==> config.mk <==
export PLATFORM = sky130hd
export DESIGN_NAME = downstream_mem_responder
export DESIGN_NICKNAME = d
export VERILOG_FILES = /design/src/rtl/toy_pack.sv /design/src/rtl/mem_rsp_fifo.sv /design/src/rtl/downstream_mem_responder.sv
export SDC_FILE = /design/constraint.sdc
export NUM_CORES = 1
export LEC_CHECK = 0
export BUFFER_PORTS_ARGS = -buffer_cell sky130_fd_sc_hd__buf_2
export CAP_MARGIN = 0
export CORE_MARGIN = 8
export CORE_UTILIZATION = 55
export CTS_CLUSTER_SIZE = 16
export DETAILED_ROUTE_END_ITERATION = 7
export HOLD_SLACK_MARGIN = 0.02
export PLACE_DENSITY = 0.81
export SETUP_SLACK_MARGIN = 0.3
export SYNTH_ARGS = -nofsm -noshare
export SYNTH_HDL_FRONTEND = slang
export SYNTH_SLANG_ARGS = --single-unit
==> constraint.sdc <==
create_clock -name clk -period 7.7 [get_ports clk]
set_input_delay 1.54 -clock clk [delete_from_list [all_inputs] [get_ports clk]]
set_output_delay 1.54 -clock clk [all_outputs]
set_load 0.02 [all_outputs]
==> src/rtl/toy_pack.sv <==
// Shared types and constants for the icache downstream memory path.
//   ADDR_WIDTH / MSHR_ID_WIDTH / BEAT_WIDTH : request and data widths
//   rxdat_pld_t : returned data beat {data, txnid, beat, last}
//   mem_req_t   : queued read request {addr, entry_id}
//   gen_beat    : deterministic line data, word i of beat k = addr + k*words + i
package toy_pack;

  localparam int unsigned ADDR_WIDTH     = 32;
  localparam int unsigned MSHR_ID_WIDTH  = 4;
  localparam int unsigned BEAT_WIDTH     = 256;
  localparam int unsigned BEAT_IDX_WIDTH = 8;
  localparam int unsigned WORDS_PER_BEAT = BEAT_WIDTH / 32;

  typedef struct packed {
    logic [BEAT_WIDTH-1:0]     data;
    logic [MSHR_ID_WIDTH-1:0]  txnid;
    logic [BEAT_IDX_WIDTH-1:0] beat;
    logic                      last;
  } rxdat_pld_t;

  typedef struct packed {
    logic [ADDR_WIDTH-1:0]    addr;
    logic [MSHR_ID_WIDTH-1:0] entry_id;
  } mem_req_t;

  function automatic logic [BEAT_WIDTH-1:0] gen_beat(input logic [ADDR_WIDTH-1:0]     addr,
                                                     input logic [BEAT_IDX_WIDTH-1:0] k);
    logic [BEAT_WIDTH-1:0] r;
    r = '0;
    for (int i = 0; i < WORDS_PER_BEAT; i++) begin
      r[i*32 +: 32] = addr[31:0] + 32'(k) * 32'(WORDS_PER_BEAT) + 32'(i);
    end
    return r;
  endfunction

endpackage

==> src/rtl/mem_rsp_fifo.sv <==
// Synchronous FIFO holding outstanding read requests.
//   clk, rst        : clock, synchronous active-high reset
//   push, push_data : enqueue (ignored when full)
//   pop             : dequeue head (ignored when empty)
//   full, empty     : status from the registered occupancy
//   head            : entry at the read pointer
//   rptr, wptr      : pointers, exported so the parent can keep per-entry state
//   count           : occupancy, 0..DEPTH
module mem_rsp_fifo #(
  parameter int unsigned DEPTH = 4,
  parameter int unsigned WIDTH = 8
) (
  input  logic                       clk,
  input  logic                       rst,
  input  logic                       push,
  input  logic [WIDTH-1:0]           push_data,
  input  logic                       pop,
  output logic                       full,
  output logic                       empty,
  output logic [WIDTH-1:0]           head,
  output logic [$clog2(DEPTH)-1:0]   rptr,
  output logic [$clog2(DEPTH)-1:0]   wptr,
  output logic [$clog2(DEPTH):0]     count
);

  localparam int unsigned PW = $clog2(DEPTH);
  localparam int unsigned CW = PW + 1;

  logic [WIDTH-1:0] mem_q [DEPTH];
  logic [PW-1:0]    rptr_q, wptr_q;
  logic [CW-1:0]    count_q;
  logic             do_push, do_pop;

  assign full    = (count_q == CW'(DEPTH));
  assign empty   = (count_q == '0);
  assign do_push = push & ~full;
  assign do_pop  = pop & ~empty;
  assign head    = mem_q[rptr_q];
  assign rptr    = rptr_q;
  assign wptr    = wptr_q;
  assign count   = count_q;

  always_ff @(posedge clk) begin
    if (do_push) mem_q[wptr_q] <= push_data;
  end

  // Pointers wrap naturally since DEPTH is a power of two.
  always_ff @(posedge clk) begin
    if (rst) begin
      rptr_q  <= '0;
      wptr_q  <= '0;
      count_q <= '0;
    end else begin
      if (do_push) wptr_q <= wptr_q + PW'(1);
      if (do_pop)  rptr_q <= rptr_q + PW'(1);
      unique case ({do_push, do_pop})
        2'b10:   count_q <= count_q + CW'(1);
        2'b01:   count_q <= count_q - CW'(1);
        default: count_q <= count_q;
      endcase
    end
  end

endmodule

==> src/rtl/downstream_mem_responder.sv <==
// Behavioural downstream memory: accepts icache line reads, waits LATENCY cycles, then
// returns BEATS data beats per line in acceptance order.
//   clk, rst                          : clock, synchronous active-high reset
//   downstream_txreq_vld/rdy/pld      : line read request (address)
//   downstream_txreq_entry_id         : requester tag, echoed as txnid
//   downstream_rxdat_vld/rdy/pld      : returned data beats
module downstream_mem_responder
  import toy_pack::*;
#(
  parameter int unsigned DEPTH   = 4,
  parameter int unsigned LATENCY = 8,
  parameter int unsigned BEATS   = 2
) (
  input  logic                     clk,
  input  logic                     rst,
  input  logic                     downstream_txreq_vld,
  output logic                     downstream_txreq_rdy,
  input  logic [ADDR_WIDTH-1:0]    downstream_txreq_pld,
  input  logic [MSHR_ID_WIDTH-1:0] downstream_txreq_entry_id,
  output logic                     downstream_rxdat_vld,
  input  logic                     downstream_rxdat_rdy,
  output rxdat_pld_t               downstream_rxdat_pld
);

  localparam int unsigned PW = $clog2(DEPTH);
  localparam int unsigned CW = PW + 1;
  localparam int unsigned BW = (BEATS > 1) ? $clog2(BEATS) : 1;

  typedef enum logic [0:0] {StIdle, StSend} state_e;

  state_e        state_q;
  logic [BW-1:0] beat_q;
  logic [7:0]    cnt_q [DEPTH];

  logic          push, pop, full, empty, last;
  logic          head_rdy, next_rdy;
  logic [PW-1:0] rptr, wptr, rptr_nxt;
  logic [CW-1:0] count;
  mem_req_t      req_in, head;

  assign req_in = '{addr: downstream_txreq_pld, entry_id: downstream_txreq_entry_id};

  mem_rsp_fifo #(
    .DEPTH (DEPTH),
    .WIDTH ($bits(mem_req_t))
  ) u_fifo (
    .clk       (clk),
    .rst       (rst),
    .push      (push),
    .push_data (req_in),
    .pop       (pop),
    .full      (full),
    .empty     (empty),
    .head      (head),
    .rptr      (rptr),
    .wptr      (wptr),
    .count     (count)
  );

  // No pop bypass: a full FIFO refuses requests even in the cycle it pops.
  assign downstream_txreq_rdy = ~rst & ~full;
  assign push                 = downstream_txreq_vld & downstream_txreq_rdy;

  assign downstream_rxdat_vld = ~rst & (state_q == StSend);
  assign last                 = (beat_q == BW'(BEATS - 1));
  assign pop                  = downstream_rxdat_vld & downstream_rxdat_rdy & last;

  // A countdown of 1 reaches 0 at this edge, so the registered FSM can enter SEND
  // exactly when the entry becomes due.
  assign rptr_nxt = rptr + PW'(1);
  assign head_rdy = ~empty & (cnt_q[rptr] <= 8'd1);
  assign next_rdy = (count > CW'(1)) & (cnt_q[rptr_nxt] <= 8'd1);

  // Countdowns are indexed by FIFO slot; stale slots just sit at 0 until reloaded.
  always_ff @(posedge clk) begin
    if (rst) begin
      for (int i = 0; i < DEPTH; i++) cnt_q[i] <= '0;
    end else begin
      for (int i = 0; i < DEPTH; i++) begin
        if (cnt_q[i] != '0) cnt_q[i] <= cnt_q[i] - 8'd1;
      end
      if (push) cnt_q[wptr] <= 8'(LATENCY);
    end
  end

  always_ff @(posedge clk) begin
    if (rst) begin
      state_q <= StIdle;
      beat_q  <= '0;
    end else begin
      unique case (state_q)
        StIdle: begin
          if (head_rdy) state_q <= StSend;
        end
        StSend: begin
          if (downstream_rxdat_rdy) begin
            if (last) begin
              beat_q <= '0;
              if (!next_rdy) state_q <= StIdle;
            end else begin
              beat_q <= beat_q + BW'(1);
            end
          end
        end
        default: state_q <= StIdle;
      endcase
    end
  end

  // Payload is a pure function of head entry and beat counter, so it holds across stalls.
  always_comb begin
    downstream_rxdat_pld = '0;
    if (downstream_rxdat_vld) begin
      downstream_rxdat_pld.data  = gen_beat(head.addr, BEAT_IDX_WIDTH'(beat_q));
      downstream_rxdat_pld.txnid = head.entry_id;
      downstream_rxdat_pld.beat  = BEAT_IDX_WIDTH'(beat_q);
      downstream_rxdat_pld.last  = last;
    end
  end

endmodule

### Yosys cells after proc, flatten, opt, wreduce, memory -nomap -nowiden

Memory sizes are Yosys's and may differ from the RTL's. A register that Yosys moved wholly into a read port is not among the register bits.
Index checks and enable logic that the tools add are counted.

| word-level totals | value |
|---|---|
| bits in read-only memories | 0 |
| memories kept | 2 |
| bits in registers | 9 |
| output and inout bits | 271 |
| bits in latches | 0 |
| word-level logic and storage cells | 89 |
| memory bits (writable) | 176 |

Memories:

| memory | depth | bits a word | read ports | clocked after Yosys merged registers in | write ports | line | RTL |
|---|---|---|---|---|---|---|---|
| u_fifo.mem_q | 4 | 36 | 1 | 1 | 1 | mem_rsp_fifo.sv:29 | `logic [WIDTH-1:0] mem_q [DEPTH];` |
| cnt_q | 4 | 8 | 6 | 1 | 5 | downstream_mem_responder.sv:33 | `logic [7:0] cnt_q [DEPTH];` |

| operators by class | value |
|---|---|
| mux-type cells | 35 |
| $lt $le $gt $ge | 3 |
| bitwise operators | 17 |
| div/mod/pow operators | 0 |
| equal/unequal tests | 3 |
| shift-type cells | 0 |
| reductions and logical operators | 7 |
| $mul | 0 |
| $add $sub $neg | 17 |

Operator list:

| cell | count |
|---|---|
| 2-to-1 mux 269 bit | 1 |
| adder 32 x 3 -> 32 bit, second input constant | 4 |
| adder 32 x 2 -> 32 bit, second input constant | 2 |
| adder 32 x 1 -> 32 bit, second input constant | 1 |
| adder 32 x 4 -> 32 bit | 1 |
| 2-to-1 mux 8 bit | 4 |
| nonzero test 8 bit | 4 |
| subtractor 8 x 1 -> 8 bit, second input constant | 4 |
| 2-to-1 mux 1 bit | 24 |
| less-or-equal comparator 8 x 1 -> 1 bit, second input constant | 2 |
| bitwise AND 1 bit | 9 |
| 2-to-1 mux 2 bit | 4 |
| case mux 3 bit (2 select lines) | 1 |
| adder 2 x 1 -> 2 bit, second input constant | 2 |
| NOT 1 bit | 4 |
| bitwise OR 1 bit | 4 |
| adder 3 x 1 -> 3 bit, second input constant | 1 |
| equality test 3 bit, second input constant | 1 |
| > comparator 3 x 1 -> 1 bit, second input constant | 1 |
| logical NOT 3 bit | 1 |
| subtractor 3 x 1 -> 3 bit, second input constant | 1 |
| equality test 2 x 1 -> 1 bit, second input constant | 1 |
| equality test 2 bit, second input constant | 1 |
| case mux 1 bit (2 select lines) | 1 |
| 3 further kinds | 3 |

### Logic depth before layout (Yosys ltp)

An unclocked memory read counts as a cell.

| logic depth | value |
|---|---|
| depth after elaboration | 8 |
| mapped depth | 21 |

### Hierarchy

From an unflattened synthesis, not the netlist that was laid out.

| second synthesis, totals | value |
|---|---|
| cell total of the unflattened synthesis | 1413 |
| area total of the unflattened synthesis | 13299.0 sq um |

By module, submodules not included:

| module | area each (sq um) | instances | cells an instance | sequential area each (sq um) |
|---|---|---|---|---|
| downstream_mem_responder | 7564.8 | 1 | 1171 | 680.7 |
| mem_rsp_fifo | 5734.2 | 1 | 242 | 4504.3 |

### Worst setup path before layout

OpenSTA, ideal clock, no wires.

| path | value |
|---|---|
| path type | reg-to-output |
| from | reg (tool-made name) |
| to | out downstream_rxdat_pld[137] (netlist bit) |
| setup slack | 1.340 ns |
| required time | 6.160 ns |
| path buffers | 8 |
| cell stages (with the launch flop) | 21 |
| data arrival time | 4.820 ns |
| cells stage by stage | dfxtp_1 buf_6 buf_12 buf_12 buf_6 buf_2 mux4_2 ha_1 ha_1 clkbuf_1 nor2b_1 a2bb2oi_1 clkbuf_1 o21ai_0 a222oi_1 and3_1 buf_2 nand2_1 or3_1 nor3_1 mux2i_1 |

RTL lines:

| item | line | RTL |
|---|---|---|
| to (decl) | downstream_mem_responder.sv:22 | `output rxdat_pld_t downstream_rxdat_pld` |

==> results.md <==
- Wire per inst: 21.85 um
- Root buffer selected by CTS: clkbuf_16
- Synth warn: 0
- Post-synth ARST share: 0
- Cts repair resizes: 0
- CTS tree: done
- Initial Util: 0.5534
- # IOs: 311
- Required time worst endpoint: 6.16 ns
- Clock latency on the worst-skew pair: 0.43 ns
- Mapped Area: 13,300 um^2
- Tightest Hold Check Type: register to register
- DIE AREA: 29,410 um^2
- Final Hold Fails: 0
- Initial antenna violation count: 6
- Post-CTS Hold Fix Bufs: 0
- Critical-path maximum fanout: 14
- Slew headroom: 0.1797
- IR drop worst, VDD: 248.1 uV
- Pwr per Cell Area: 208.4 nW/um^2
- First-pass GRT wire length: 63,260 um
- Initial drt markers: 1,174
- Post-synthesis xor/xnor area fraction: 0.1142
- Min Tclk post-route: 7.060 ns
- Post-route DRC: 0
- Distinct cells, synth: 82
- Fmax: 141.6 MHz
- H-tree depth: 4
- Multiplexer share of the synthesized area: 0.1138
- HPWL after DPL: 31,880 um
- TritonCTS Buffers: 17
- Crit start category: register
- RSZ-0062 raised after global routing: no
- Run status: finished clean
- Post-Route WL: 42,380 um
- Vias in the first global route: 11,030
- Most frequent cells in the layout: buf_2 (303), nor2_1 (244), edfxtp_1 (144), xnor2_1 (103), nand2_1 (99)
- Slew @ Worst Pin: 1.222 ns
- Clock skew: 0.007910 ns
- Die width: 171.5 um
- Setup Buffers After CTS: 0
- Fin util: 0.6407
- Core area: 24,030 um^2
- Setup violators final: 0
- Sinks on Clock Net: 187
- Setup TNS: 0 ns
- Register area share after synthesis: 0.3898
- Remaining global-route overflow: 0
- Layout cells sized above 1: 0.2800
- Multi-input gate area: 7440 um^2
- First-pass DRT Iterations: 5
- Area delta synth->final: 15.79%
- Number of synthesized flops with an enable pin: 144
- Worst setup path category: register to output pin
- Total Routing Usage GR: 0.2781
- Vias: 11,520
- # rows: 57
- Commonest non-fill, non-tap cell in the layout: buf_2
- Largest net degree at the start of global routing: 96
- Synth Instances: 1,361
- Max-slew violation count: 0
- Post-route ant nets: 0
- Complex-gate fraction of the synthesized area: 0.05663
- Layout Nets: 1,669
- Clk buf depth: 2
- Flop-to-flop setup slack: 4.82 ns
- Clock transition at the registers of the reported paths: 0.07 ns
- Leak: 0.006264 uW
- Dominant synthesized flop cell: edfxtp_1
- Placer Congestion: 0.9732
- Post-synthesis adder-cell area fraction: 0.02634
- Worst setup EP type: output pin
- Fin crit share: 0.9169
- Largest family of logic cells by synthesized area: simple AND/OR/NAND/NOR gates
- Worst Path Arrival: 5.52 ns
- Via density per instance: 5.942
- Die Y: 171.5 um
- Syn Area/Cell: 9.772 um^2
- Max cap viols: 0
- Filler instances: 1,960
- Port buffer count: 303
- Yosys reg bits: 187
- Area fraction in and, or, nand and nor cells after synthesis: 0.2455
- Register Area: 5187 um^2
==> critical path, cell delays in order, from the launching register on <==
cell,delay (ns)
dfxtp_2,0.35
mux4_2,0.49
ha_1,0.23
ha_1,0.26
nor2b_1,0.17
a2bb2oi_1,0.66
or4_1,0.40
xor2_2,0.28
a21oi_2,0.34
nor4b_4,0.25
buf_4,0.24
nand4_1,0.42
nor3_1,0.36
mux2i_1,0.38
buf_2,0.24
==> cells in the mapped netlist (5+ instances only) <==
library cell  instances  area [um^2]
clkbuf_1             57        214.0
nor2_1              244        915.9
nand2_1              99        371.6
or2_2                 6        37.54
and2_1               23        143.9
a21oi_1              25        125.1
or4_1                 5        37.54
nand3_1              49        245.2
nand4_1              17        106.4
nor4_2                5        62.56
or3_1                 9        56.30
ha_1                 28        350.3
o21ai_0              26        130.1
nor3_1               42        210.2
mux4_1                7        183.9
mux2_2                5        56.30
o22ai_1               6        37.54
nor3_2               14        140.1
mux4_2               29        653.1
nor3b_1               5        37.54
o31ai_1              11        82.58
xnor2_1             103        902.1
and3_1               18        112.6
inv_1                35        131.4
dfxtp_1              43        860.8
nor2b_1              12        75.07
edfxtp_1            144         4324
nor4_1               22        137.6
xor2_1               63        551.8
nand2b_1             16        100.1
buf_2                13        65.06
mux2i_1              62        620.6
buf_4                21        157.7
buf_6                 8        90.09
==> worst paths after layout <==
check,start,endpoint,cells after the start
setup / recovery,register,downstream_rxdat_pld[70],14
hold reg to reg,cnt_q[0][2]$_SDFFE_PP0P_,cnt_q[0][2]$_SDFFE_PP0P_,2
setup reg to reg,u_fifo.count[0]$_SDFFE_PP0P_,cnt_q[0][1]$_SDFFE_PP0P_,7
hold / removal,cnt_q[0][2]$_SDFFE_PP0P_,cnt_q[0][2]$_SDFFE_PP0P_,2
==> flip-flops by register name (all words and copies together), names as in the netlist, named ones only <==
signal and cells:
u_fifo.mem_q 144, u_fifo.rptr 2, u_fifo.wptr 2, u_fifo.count 3, cnt_q 32, beat_q 1, state_q 1
==> cell families after synthesis <==
kind of cell	after synthesis
muxes	103
other	1
DFF	187
and+or+nand+nor	621
xor gates and xnor gates	170
adders and majority gates	28
AOI/OAI and AO/OA	112
buffers and inverters	139
==> per-layer routing <==
layer	vias up	GRT usage	part of all wire
li1	5270	-	-
met1	5525	0.3326	0.39
met2	578	0.4700	0.48
met3	137	0.05118	0.085
met4	12	0.1505	0.049
met5	-	0	0.0017
==> metrics by stage <==
stage	total power (uW)	setup WS, ns	cell area, um^2	hold WS, ns	cells
4_1_cts	3206	0.5437	15390	0.5173	1938
5_1_grt	3363	0.3430	15400	0.5497	1938
2_1_floorplan	2044	1.340	13320	0.4714	1367
3_3_place_gp	2293	1.205	14800	0.4946	1906
6_report	3210	0.6400	15400	0.5145	1939
3_5_place_dp	2333	1.018	14800	0.4949	1906
==> area by class of cell <==
class	count	area share
clock inverter	15	0.01089
clock buffer	17	0.02762
timing repair buffer	319	0.1065
multi-input combinational	1041	0.4831
antenna	1	0.0001625
tap	324	0.02632
sequential	187	0.3369
inverter	35	0.008531
==> where the power goes <==
group	total, uW	leakage (uW)	switching [uW]	internal [uW]
Combinational	1080	0.00431	694	391
Clock	857	0.000289	418	439
Sequential	1270	0.00166	83.3	1190
Power figures use the tool's default switching activity.
